### config.mk
export PLATFORM = sky130hd
export DESIGN_NAME = thermo_alarm_flat
export DESIGN_NICKNAME = d
export VERILOG_FILES = /design/src/rtl/thermo_alarm_if.sv /design/src/rtl/thermo_alarm.sv /design/src/flat_wrapper.sv
export SDC_FILE = /design/constraint.sdc
export NUM_CORES = 1
export LEC_CHECK = 0
export ABC_AREA = 1
export BUFFER_PORTS_ARGS = -buffer_cell sky130_fd_sc_hd__buf_2
export CORE_MARGIN = 2
export CORE_UTILIZATION = 55
export CTS_BUF_LIST = sky130_fd_sc_hd__clkbuf_8
export DETAILED_ROUTE_END_ITERATION = 8
export PLACE_DENSITY_LB_ADDON = 0.1
export SLEW_MARGIN = 20
export SYNTH_ARGS = -nofsm -noshare
export SYNTH_HDL_FRONTEND = slang
export SYNTH_SLANG_ARGS = --single-unit
### constraint.sdc
create_clock -name clk -period 4.7 [get_ports clk]
set_clock_uncertainty 0.2 [all_clocks]
set_input_delay 0.94 -clock clk [delete_from_list [all_inputs] [get_ports clk]]
set_output_delay 0.94 -clock clk [all_outputs]
set_load 0.1 [all_outputs]
### src/rtl/thermo_alarm_if.sv
// Bundles the thermometer sample input and the encoded/alarm outputs of thermo_alarm.
interface thermo_alarm_if #(
    parameter int N = 63,
    parameter int W = 6
);
    logic [N-1:0] termometre;
    logic         sample_en;
    logic [W-1:0] binary;
    logic         valid;
    logic         bubble_err;
    logic         alarm;
    logic         speaker;

    // Sensor / test side: drives samples, observes results
    modport master (
        output termometre, sample_en,
        input  binary, valid, bubble_err, alarm, speaker
    );

    // Alarm block side
    modport slave (
        input  termometre, sample_en,
        output binary, valid, bubble_err, alarm, speaker
    );
endinterface

### src/rtl/thermo_alarm.sv
// Thermometer-code encoder with bubble detection, debounced low-reading alarm
// with hysteresis, and a square-wave speaker tone generated while the alarm is set.
module thermo_alarm #(
    parameter int N        = 63,
    parameter int W        = 6,
    parameter int LOW_THR  = 10,
    parameter int HYST     = 2,
    parameter int DEBOUNCE = 4,
    parameter int TONE_DIV = 1000
) (
    input  logic          clk,
    input  logic          rst_n,
    thermo_alarm_if.slave bus
);
    localparam int CW = (DEBOUNCE > 1) ? $clog2(DEBOUNCE + 1) : 1;
    localparam int DW = (TONE_DIV > 1) ? $clog2(TONE_DIV) : 1;
    localparam logic [CW-1:0] CNT_LAST = CW'(DEBOUNCE - 1);
    localparam logic [DW-1:0] DIV_LAST = DW'(TONE_DIV - 1);
    localparam int unsigned LOW_U = LOW_THR;
    localparam int unsigned CLR_U = LOW_THR + HYST;

    typedef enum logic [1:0] {
        S_NORMAL   = 2'd0,
        S_PEND_LOW = 2'd1,
        S_ALARM    = 2'd2,
        S_PEND_CLR = 2'd3
    } state_t;

    logic [W-1:0]  enc;
    logic          enc_bub;
    logic          seen;
    logic [W-1:0]  binary_q, binary_d;
    logic          bubble_q, bubble_d;
    logic          valid_q, valid_d;
    state_t        state_q, state_d;
    logic [CW-1:0] cnt_q, cnt_d;
    logic          alarm_q, alarm_d;
    logic [DW-1:0] div_q, div_d;
    logic          speaker_q, speaker_d;
    logic          upd, is_low, is_clr;

    // Priority-encode the highest set segment; any zero below it is a bubble
    always_comb begin
        enc     = '0;
        enc_bub = 1'b0;
        seen    = 1'b0;
        for (int i = N - 1; i >= 0; i--) begin
            if (bus.termometre[i]) begin
                if (!seen) enc = W'(i + 1);
                seen = 1'b1;
            end else if (seen) begin
                enc_bub = 1'b1;
            end
        end
    end

    // Capture stage: load a new reading on sample_en, otherwise hold it
    always_comb begin
        binary_d = binary_q;
        bubble_d = bubble_q;
        valid_d  = bus.sample_en;
        if (bus.sample_en) begin
            binary_d = enc;
            bubble_d = enc_bub;
        end
    end

    // Capture registers
    always_ff @(posedge clk) begin
        if (!rst_n) begin
            binary_q <= '0;
            bubble_q <= 1'b0;
            valid_q  <= 1'b0;
        end else begin
            binary_q <= binary_d;
            bubble_q <= bubble_d;
            valid_q  <= valid_d;
        end
    end

    // Bubbled readings never reach the debounce logic
    assign upd    = valid_q & ~bubble_q;
    assign is_low = 32'(binary_q) <  LOW_U;
    assign is_clr = 32'(binary_q) >= CLR_U;

    // FSM state register
    always_ff @(posedge clk) begin
        if (!rst_n) begin
            state_q <= S_NORMAL;
            cnt_q   <= '0;
        end else begin
            state_q <= state_d;
            cnt_q   <= cnt_d;
        end
    end

    // FSM next state: count consecutive qualifying updates; any other update restarts
    always_comb begin
        state_d = state_q;
        cnt_d   = cnt_q;
        if (upd) begin
            case (state_q)
                S_NORMAL: begin
                    if (is_low) begin
                        if (DEBOUNCE == 1) begin
                            state_d = S_ALARM;
                        end else begin
                            state_d = S_PEND_LOW;
                            cnt_d   = CW'(1);
                        end
                    end
                end
                S_PEND_LOW: begin
                    if (is_low) begin
                        if (cnt_q == CNT_LAST) begin
                            state_d = S_ALARM;
                            cnt_d   = '0;
                        end else begin
                            cnt_d = cnt_q + CW'(1);
                        end
                    end else begin
                        state_d = S_NORMAL;
                        cnt_d   = '0;
                    end
                end
                S_ALARM: begin
                    if (is_clr) begin
                        if (DEBOUNCE == 1) begin
                            state_d = S_NORMAL;
                        end else begin
                            state_d = S_PEND_CLR;
                            cnt_d   = CW'(1);
                        end
                    end
                end
                S_PEND_CLR: begin
                    if (is_clr) begin
                        if (cnt_q == CNT_LAST) begin
                            state_d = S_NORMAL;
                            cnt_d   = '0;
                        end else begin
                            cnt_d = cnt_q + CW'(1);
                        end
                    end else begin
                        state_d = S_ALARM;
                        cnt_d   = '0;
                    end
                end
                default: begin
                    state_d = S_NORMAL;
                    cnt_d   = '0;
                end
            endcase
        end
    end

    // FSM outputs: alarm decode of next state, and tone divider that only runs while alarm stays high
    always_comb begin
        alarm_d   = (state_d == S_ALARM) || (state_d == S_PEND_CLR);
        div_d     = '0;
        speaker_d = 1'b0;
        if (alarm_q && alarm_d) begin
            if (div_q == DIV_LAST) begin
                div_d     = '0;
                speaker_d = ~speaker_q;
            end else begin
                div_d     = div_q + DW'(1);
                speaker_d = speaker_q;
            end
        end
    end

    // Alarm and tone registers
    always_ff @(posedge clk) begin
        if (!rst_n) begin
            alarm_q   <= 1'b0;
            div_q     <= '0;
            speaker_q <= 1'b0;
        end else begin
            alarm_q   <= alarm_d;
            div_q     <= div_d;
            speaker_q <= speaker_d;
        end
    end

    assign bus.binary     = binary_q;
    assign bus.valid      = valid_q;
    assign bus.bubble_err = bubble_q;
    assign bus.alarm      = alarm_q;
    assign bus.speaker    = speaker_q;
endmodule

### src/flat_wrapper.sv
// flat-port wrapper written by rule: the top's interface ports become plain ports
module thermo_alarm_flat 
#(
    parameter int N        = 63,
    parameter int W        = 6,
    parameter int LOW_THR  = 10,
    parameter int HYST     = 2,
    parameter int DEBOUNCE = 4,
    parameter int TONE_DIV = 1000
)
  (clk, rst_n, bus_termometre, bus_sample_en, bus_binary, bus_valid, bus_bubble_err, bus_alarm, bus_speaker);
  thermo_alarm_if #(.N(N), .W(W)) bus_i ();
  input  logic clk;
  input  logic rst_n;
  input wire logic [$bits(bus_i.termometre)-1:0] bus_termometre;
  input wire logic [$bits(bus_i.sample_en)-1:0] bus_sample_en;
  output wire logic [$bits(bus_i.binary)-1:0] bus_binary;
  output wire logic [$bits(bus_i.valid)-1:0] bus_valid;
  output wire logic [$bits(bus_i.bubble_err)-1:0] bus_bubble_err;
  output wire logic [$bits(bus_i.alarm)-1:0] bus_alarm;
  output wire logic [$bits(bus_i.speaker)-1:0] bus_speaker;
  assign bus_i.termometre = bus_termometre;
  assign bus_i.sample_en = bus_sample_en;
  assign bus_binary = bus_i.binary;
  assign bus_valid = bus_i.valid;
  assign bus_bubble_err = bus_i.bubble_err;
  assign bus_alarm = bus_i.alarm;
  assign bus_speaker = bus_i.speaker;
  thermo_alarm #(.N(N), .W(W), .LOW_THR(LOW_THR), .HYST(HYST), .DEBOUNCE(DEBOUNCE), .TONE_DIV(TONE_DIV)) u_core (.clk(clk), .rst_n(rst_n), .bus(bus_i));
endmodule
==> impl_metrics.csv, run 1 <==
group,metric,value,unit
run_status,status,"completed",
clocking,numCtsBuffers,3,
place,numPortBuffers,75,
synth,yosysUniqueCellTypes,39,
routing,first_pass_iters,4,
place,hpwlAfterDp,6.04,mm
floorplan,dieWidth,78.0,um
critical_path,worstPathMaxFanout,7,
clocking,clock-sinks,25,
worst_hold_path,hold_start,"u_core.div_q[0]",
global_route,grt_pass1_wl,12.8,mm
layout,finalNetCount,629,
pwr,peakVddDrop,0.148,mV
floorplan,io_pins,76,
synth,syn-instance-count,482,
synth,synth.largest_area_cell,"dfxtp_1",
routing,route.detailed.drc,0,
sta,relSlewSlack,58.9,%
routing,wl,7.13,mm
pwr,power-per-cell-area,149,mW/mm^2
sta,finalMaxSlewViolations,0,
worst_hold_path,hold_class,"reg -> reg",
synth,synthesis.nets,550,
floorplan,core-area,0.00520,sq mm
sta,fmaxAchievable,247,MHz
place,gp_routability_congestion,0.959,
layout,antennaDiodeCount,0,
clocking,clock_latency,0.27,ns
critical_path,reg2reg_depth,7,
clocking,cts_root_buf,"clkbuf_8",
routing,viasPerCell,5.34,
critical_path,rrSetupSlack,2.55,ns
global_route,antenna_found_initial,0,
place,dp_slack,0.344,ns
synth,yosysSeqAreaShare,16.6,%
clocking,cts-resized-gates,0,
routing,ant_nets,0,
global_route,grt_usage,24.6,%
synth,yosys_register_bits,25,
layout,fin_cells,630,
layout,drive_gt1_share,22.0,%
sta,worst_pin_slew,0.612,ns
synth,synth_ff_type,"dfxtp_1",
sta,period_share,86.0,%
synth,synth.top_cell.area_share,16.6,%
critical_path,r2r_end,"u_core.div_q[3]",
critical_path,r2r-start,"u_core.bus.binary[4]",
run,cap_violations,0,
worst_hold_path,whs_path_depth,1,
pwr,total_leakage_power,0.00161,uW
synth,synth-async-reset-ratio,0,%
pwr,power,524,uW
sta,rsz0062_at_grt,"no",
layout,area_growth_syn_to_layout,16.5,%
clocking,cts_tree,"yes",
global_route,grt_max_degree,14,
synth,syn_area,0.00302,sq mm
critical_path,critPathLaunchType,"input pin",
clocking,cts.reportedPaths.clkPinSlew,0.08,ns
place,dp.cells,626,
clocking,ctsHoldBuffers,0,
worst_hold_path,hold_end,"u_core.div_q[0]",
routing,detail_route.wl_per_cell,11.3,um
global_route,grt_pass1_vias,3117,
sta,finalHoldViolCount,0,
floorplan,start_util,57.9,%
floorplan,rows,26,
synth,synth_enable_flop_cells,0,
synth,synth_common_cells,"inv_1 (95), nand2_1 (91), nor2_1 (51)",
critical_path,setup.worst_path.class,"in -> reg",
sta,tns,0,ns
synth,avgSynthCellArea,6.26,sq um
critical_path,cp.arrival,4.01,ns
routing,drt-initial-drc-count,167,
clocking,cts-htree-levels,1,
floorplan,die-area,0.00609,sq mm
floorplan,die_y,78.0,um
synth,yosys_warnings,0,
sta,setup_viol,0,
synth,synth_area_leaders,"dfxtp_1 (17%), inv_1 (12%), nand2_1 (11%)",
clocking,post_cts_buffers,0,
critical_path,cp-end-kind,"register",
routing,vias,3365,
sta,fin_crit,4.04,ns
critical_path,required,4.66,ns
sta,setup_ws,0.657,ns
global_route,gr-total-overflow,0,
synth,yosysMostFrequentCell,"inv_1",
clocking,clk_path_buf_depth,2,
## cells by family (layout without fill, tap and decap cells)
group	after synthesis	count (layout)	share of synthesized area (%)
DFF	25	25	16.6
adders and majority gates	2	2	0.830
buffers and inverters	100	178	12.7
xor gates and xnor gates	4	4	1.16
and+or+nand+nor	253	253	49.7
AOI/OAI and AO/OA	98	98	19.0
## placed cells by master, fill, tap and decap left out, types with 2 or more instances in the layout
master	count
nor3_1	20
nor3b_1	3
nor2_4	19
o21ai_0	20
clkinv_1	3
inv_1	96
o21ai_1	2
clkbuf_8	3
o211ai_1	3
nand4_1	14
ha_1	2
dfxtp_1	25
o22ai_1	5
or2_2	2
a21oi_1	44
nand4_2	5
nor2_1	51
buf_2	75
nor2_2	3
nand4_4	12
o21bai_1	3
nand2_1	91
o2111ai_1	5
a211oi_1	5
o31ai_1	6
xor2_1	3
nand3_1	27
## final cells by class
| class | count | area [sq um] |
|---|---|---|
| Multi-Input combinational cell | 357 | 2130 |
| Fill cell | 527 | 1690 |
| Sequential cell | 25 | 500 |
| Timing Repair Buffer | 75 | 375 |
| Inverter | 99 | 372 |
| Tap cell | 70 | 87.6 |
| Clock buffer | 3 | 41.3 |
| Clock inverter | 1 | 3.75 |
## worst max-delay path: stages
cell	delay [ns]
buf_2	0.11
nor2_2	0.22
nand4_4	0.18
nor2_4	0.15
nand4_4	0.13
nor2_4	0.16
nand4_4	0.13
nor2_4	0.14
nand4_2	0.15
nor2_4	0.17
nand4_4	0.10
nor2_4	0.13
nand4_2	0.13
nor2_4	0.17
nand4_4	0.12
nor2_4	0.14
nand3_1	0.13
o21ai_1	0.11
nand2_1	0.07
clkinv_1	0.05
nand2_1	0.04
nor2_1	0.07
o21ai_1	0.06
nor2_1	0.12
nor2_1	0.05
## worst max-delay path by stage
stage                     cells after the start  slack, ns              endpoint                from
final                                        25       0.66  u_core.bus.binary[1]  bus_termometre[55]
after global routing                         25       0.23  u_core.bus.binary[1]  bus_termometre[55]
after CTS                                    24       0.63  u_core.bus.binary[1]  bus_termometre[55]
after detailed placement                     25       0.34  u_core.bus.binary[1]  bus_termometre[55]
after global placement                       24       0.38  u_core.bus.binary[1]  bus_termometre[55]
after floorplan                              23       0.89  u_core.bus.binary[1]  bus_termometre[55]
## power by group
part / leakage, uW / switching, uW / internal, uW
sequential: 0.000204 / 4.53 / 217
clock: 0.0000269 / 64.7 / 58.5
combinational: 0.00138 / 129 / 50.2
## sequential cells by signal, indices dropped and copies added, names as in the netlist
name                   flops
u_core.bus.binary          6
u_core.bus.valid           1
u_core.bus.speaker         1
u_core.bus.bubble_err      1
u_core.state_q             2
u_core.bus.alarm           1
u_core.cnt_q               3
u_core.div_q              10
## per-stage QoR
stage               instance area (sq um)  hold WS, ns  utilization [%]
global route                         3510        0.281             67.5
detailed placement                   3470        0.245             66.6
global placement                     3470        0.232             66.6
CTS                                  3510        0.258             67.5
finish                               3510        0.253             67.5
floorplan                            3020        0.218                -
## routing by layer
| layer | GRT usage [%] | vias to the layer above | routed length (um) |
|---|---|---|---|
| li1 | - | 1792 | - |
| met1 | 30.7 | 1480 | 3260 |
| met2 | 43.8 | 76 | 3410 |
| met3 | 3.33 | 17 | 325 |
| met4 | 7.37 | 0 | 135 |
| met5 | 0 | - | 0 |
No activity file was read; power rests on OpenSTA's default activity.
==> run 2, diff against run 1 <==
Settings changed: BUFFER_PORTS_ARGS -buffer_cell sky130_fd_sc_hd__buf_2 to default, DONT_BUFFER_PORTS from default to 1, GPL_TIMING_DRIVEN from default to 0, SETUP_SLACK_MARGIN from default to 0.1.
==> run 2 against run 1 <==
Effect of this change:
- sequential power increased by 16%
- flip-flop and latch count unchanged
- hold slack got worse by 0.00073 ns
- wire length decreased by 5.0%
- via count decreased by 9.2%
- cell count decreased by 12%
- critical path type unchanged
- largest power group unchanged
==> impl_metrics.csv, run 2 (synthesis results as in run 1) <==
group,metric,value,unit
run,cap_violations,0,
worst_hold_path,hold_class,"reg -> reg",
layout,fill_cells,545,
critical_path,cp_common_cell,"nor2_4",
sta,setup_viol,0,
routing,detail_route.wl_per_cell,12.2,um
sta,fmaxAchievable,253,MHz
global_route,antenna_found_initial,0,
clocking,cts_root_buf,"clkbuf_8",
clocking,clk_path_buf_depth,2,
clocking,numCtsBuffers,3,
clocking,clock_latency,0.26,ns
sta,finalMaxSlewViolations,0,
critical_path,r2r-start,"u_core.bus.binary[3]",
sta,tns,0,ns
worst_hold_path,hold_start,"u_core.div_q[0]",
place,numPortBuffers,0,
routing,first_pass_iters,5,
sta,holdWs,0.252,ns
sta,worst_pin_slew,1.05,ns
floorplan,rows,26,
critical_path,rrSetupSlack,1.94,ns
layout,finalNetCount,555,
layout,layout_common_cells,"inv_1 (96), nand2_1 (91), nor2_1 (51)",
sta,relSlewSlack,30.1,%
critical_path,worstPathCellList,"nor2_2 > nand4_4 > nor2_4 > nand4_4 > nor2_4 > nand4_4 > nor2_4 > nand4_2 > nor2_4 > nand4_4 > nor2_4 > nand4_2 > nor2_4 > nand4_4 > nor2_4 > nand4_2 > nor2_4 > nand4_2 > nor2_1 > nand4_1 > nand2_1 > nor2_1 > nor2_1",
sta,finalHoldViolCount,0,
routing,drt-initial-drc-count,173,
layout,top_register,"u_core.div_q",
pwr,total_leakage_power,0.00132,uW
routing,vias,3056,
floorplan,die-area,0.00609,sq mm
floorplan,io_pins,76,
routing,wl,6.77,mm
global_route,gr-total-overflow,0,
layout,antennaDiodeCount,0,
clocking,cts-htree-levels,1,
sta,period_share,84.1,%
worst_hold_path,whs_path_depth,1,
critical_path,critPathLaunchType,"input pin",
layout,drive_gt1_share,10.1,%
clocking,clock-sinks,25,
critical_path,reg2reg_depth,7,
critical_path,worstPathMaxFanout,7,
place,hpwlAfterDp,5.67,mm
layout,area_growth_syn_to_layout,4.40,%
routing,ant_nets,0,
critical_path,required,4.71,ns
floorplan,start_util,57.9,%
clocking,post_cts_buffers,0,
clocking,cts.reportedPaths.clkPinSlew,0.08,ns
layout,mostFrequentLayoutCell,"inv_1",
critical_path,critical_path.max_stage_delay,0.21,ns
floorplan,die_y,78.0,um
routing,viasPerCell,5.50,
critical_path,cp-end-kind,"register",
critical_path,slowest_stage,"nor2_2",
place,gp_routability_congestion,0.857,
layout,largest_reg_flops,10,
global_route,grt_usage,22.9,%
routing,route.detailed.drc,0,
run_status,status,"completed",
global_route,grt_pass1_wl,12.0,mm
critical_path,cp.arrival,3.96,ns
pwr,peakVddDrop,0.109,mV
clocking,cts_tree,"yes",
global_route,grt_pass1_vias,2930,
global_route,grt_max_degree,14,
sta,fin_crit,3.95,ns
clocking,ctsHoldBuffers,0,
pwr,power-per-cell-area,150,mW/mm^2
critical_path,setup.worst_path.start,"bus_termometre[55]",
clocking,cts-resized-gates,0,
critical_path,setup.worst_path.class,"in -> reg",
floorplan,dieWidth,78.0,um
floorplan,core-area,0.00520,sq mm
sta,rsz0062_at_grt,"no",
[run 2: cell types whose count changed in the layout (fill, tap and decap cells not counted)]
cell / previous run / this run
buf_2: 75 / 0
buf_6: 0 / 1
[run 2: worst paths after layout]
check	end
max	u_core.bus.binary[1]
min	u_core.div_q[0]
max reg2reg	u_core.div_q[4]
min reg2reg	u_core.div_q[0]
[run 2: critical path, delay by kind of cell]
kind             cells  cell delay, ns
AND/OR/NAND/NOR     23            3.04
[run 2: stage by stage]
step | total power [uW] | cell area (sq um) | util, % | setup WS [ns] | instances
after floorplan | 336 | 3020 | - | 0.889 | 482
after global placement | 351 | 3100 | 59.6 | 0.508 | 552
after detailed placement | 352 | 3100 | 59.6 | 0.466 | 552
after CTS | 474 | 3150 | 60.5 | 0.750 | 556
after global routing | 500 | 3150 | 60.5 | 0.448 | 556
final | 471 | 3150 | 60.5 | 0.747 | 556
[run 2: cell type report]
type | count | area, sq um | share of cell area (%)
Clock inverter | 1 | 3.75 | 0.119
Sequential cell | 25 | 500 | 15.9
Clock buffer | 3 | 41.3 | 1.31
Buffer | 1 | 11.3 | 0.358
Inverter | 99 | 372 | 11.8
Multi-Input combinational cell | 357 | 2130 | 67.7
Tap cell | 70 | 87.6 | 2.78
[run 2: metal layers]
metal	up-vias	track usage (%)	part of all wire [%]
li1	1635	-	-
met1	1348	29.2	46
met2	65	40.6	48
met3	8	4.14	5.0
met4	0	4.39	1.0
met5	-	0	0
[run 2: power by group]
part / internal, uW / switching [uW]
clock network: 58.4 / 64.4
registers: 217 / 40.6
logic: 29.9 / 60.2
==> run 3, diff against run 2 <==
Clock period 4.7 ns to 3.34 ns, I/O delays scaled along.
==> run 3 against run 2 <==
Effect of this change:
- critical path depth increased by 2
- flip-flop and latch count did not move
- the flow now finishes with violations (setup timing)
- wire length increased by 15%
- critical path type unchanged
==> impl_metrics.csv, run 3 (synthesis results as in run 1) <==
group,metric,value,unit
routing,first_pass_iters,5,
clocking,cts_tree,"yes",
global_route,antenna_found_initial,0,
pwr,total_leakage_power,0.00153,uW
layout,fill_cells,460,
clocking,clock_latency,0.26,ns
layout,largest_reg_flops,10,
layout,top_register,"u_core.div_q",
floorplan,die-area,0.00609,sq mm
global_route,grt_max_degree,15,
routing,ant_nets,0,
layout,antennaDiodeCount,0,
pwr,power-per-cell-area,189,mW/mm^2
pwr,peakVddDrop,0.210,mV
layout,drive_gt1_share,22.1,%
critical_path,worstPathMaxFanout,3,
critical_path,worstSetupEndpoint,"u_core.bus.binary[1]",
floorplan,start_util,57.9,%
clocking,clk_path_buf_depth,2,
critical_path,setup.worst_path.start,"bus_termometre[61]",
critical_path,cp.arrival,3.41,ns
run,cap_violations,0,
floorplan,rows,26,
routing,detail_route.wl_per_cell,13.1,um
global_route,grt_usage,24.4,%
clocking,cts_root_buf,"clkbuf_8",
clocking,cts-htree-levels,1,
floorplan,dieWidth,78.0,um
worst_hold_path,hold_class,"reg -> reg",
run_status,status,"complete, but fails checks",
layout,seq_area,500,sq um
critical_path,setup.worst_path.class,"in -> reg",
critical_path,r2r_end,"u_core.div_q[2]",
clocking,ctsHoldBuffers,0,
sta,setup_ws,-0.105,ns
layout,finalNetCount,595,
layout,mostFrequentLayoutCell,"inv_1",
global_route,grt_pass1_vias,3110,
floorplan,io_pins,76,
place,numPortBuffers,0,
routing,drt-initial-drc-count,216,
place,dp_slack,-0.525,ns
floorplan,die_y,78.0,um
clocking,cts.reportedPaths.clkPinSlew,0.08,ns
sta,finalHoldViolCount,0,
sta,setup_viol,2,
critical_path,rrSetupSlack,0.48,ns
run_status,violations,"setup timing",
place,hpwlAfterDp,5.70,mm
global_route,gr-total-overflow,0,
sta,rsz0062_at_grt,"yes",
layout,area_growth_syn_to_layout,19.4,%
sta,worst_pin_slew,1.04,ns
clocking,numCtsBuffers,3,
critical_path,required,3.30,ns
layout,layout_common_cells,"inv_1 (93), nand2_1 (88), nor2_1 (43)",
sta,relSlewSlack,30.4,%
global_route,grt_pass1_wl,12.7,mm
layout,multiInputGateArea,0.00227,sq mm
clocking,clock-sinks,25,
floorplan,core-area,0.00520,sq mm
routing,viasPerCell,5.48,
sta,fmaxAchievable,290,MHz
critical_path,critPathLaunchType,"input pin",
layout,fin_area,0.00360,sq mm
place,gp_routability_congestion,0.867,
routing,wl,7.81,mm
sta,fin_crit,3.45,ns
routing,vias,3267,
critical_path,r2r-start,"u_core.bus.binary[3]",
critical_path,reg2reg_depth,7,
place,dpl_cell_area,0.00311,sq mm
sta,finalMaxSlewViolations,0,
sta,period_share,103,%
routing,route.detailed.drc,0,
critical_path,cp-end-kind,"register",
-- run 3: cell count changes in the layout (fill, tap and decap cells not counted), moves of 4 or more --
cell | previous run | this run
nor2_2 | 3 | 8
buf_4 | 0 | 39
nand4_2 | 5 | 1
nand4_4 | 12 | 16
nor3_2 | 1 | 5
inv_2 | 1 | 5
nor2_1 | 51 | 43
nor3_1 | 20 | 16
-- run 3: worst min-delay path by stage --
stage	start	end	slack, ns	cells after the start
floorplan	u_core.div_q[0]	u_core.div_q[0]	0.22	1
global placement	u_core.div_q[0]	u_core.div_q[0]	0.23	1
detailed placement	u_core.cnt_q[2]	u_core.cnt_q[2]	0.24	2
CTS	u_core.cnt_q[2]	u_core.cnt_q[2]	0.26	2
global route	u_core.cnt_q[2]	u_core.cnt_q[2]	0.27	2
finish	u_core.cnt_q[2]	u_core.cnt_q[2]	0.26	2
-- run 3: per-layer routing --
layer	up-vias	share of wire, %	track usage, %
met4	0	0.60	4.04
li1	1706	-	-
met1	1458	43	29.6
met5	-	0	0
met2	97	50	45.3
met3	6	5.6	4.60
-- run 3: cell type report --
cell class	instances	area share (%)
multi-input combinational	357	63.1
sequential	25	13.9
clock inverter	1	0.139
timing repair buffer	40	8.69
inverter	99	10.3
clock buffer	3	1.15
tap	70	2.43
buffer	1	0.313
-- run 3: metrics by stage --
step	power, uW	TNS (ns)	std cells	util (%)	hold WS, ns
final	680	-0.186	596	69.2	0.256
after global routing	715	-1.04	596	69.2	0.274
after CTS	677	-0.542	582	65.3	0.257
after detailed placement	497	-2.24	552	59.7	0.244
after global placement	495	-2.10	552	59.7	0.231
after floorplan	474	-0.554	482	-	0.218
-- run 3: report_power, final --
group	switching, uW	internal [uW]
sequential	57.0	306
combinational	95.7	49.4
clock	88.3	83.2
total	241	439
-- run 3: worst max-delay path, cell delays in order --
cell and delay [ns]:
nor2_4 0.14, buf_12 0.12, nand4_4 0.08, nor2_4 0.13
nand4_4 0.10, nor2_4 0.13, nand4_4 0.10, nor2_4 0.14
nand4_4 0.12, nor2_4 0.15, nand4_4 0.11, nor2_4 0.14
nand4_4 0.11, nor2_4 0.15, nand4_4 0.12, nor2_4 0.19
nand3_2 0.12, o21ai_2 0.08, nand2_1 0.08, inv_2 0.06
nand2_2 0.05, nor2_2 0.11, o21ai_1 0.07, nor2_1 0.10
nor2_1 0.05
-- run 3: repair_timing --
item	4_1_cts	5_1_grt
setup endpoints to repair	5	5
pin swaps	23	32
buffers inserted	26	14
resized for setup	6	27
cloned	0	0
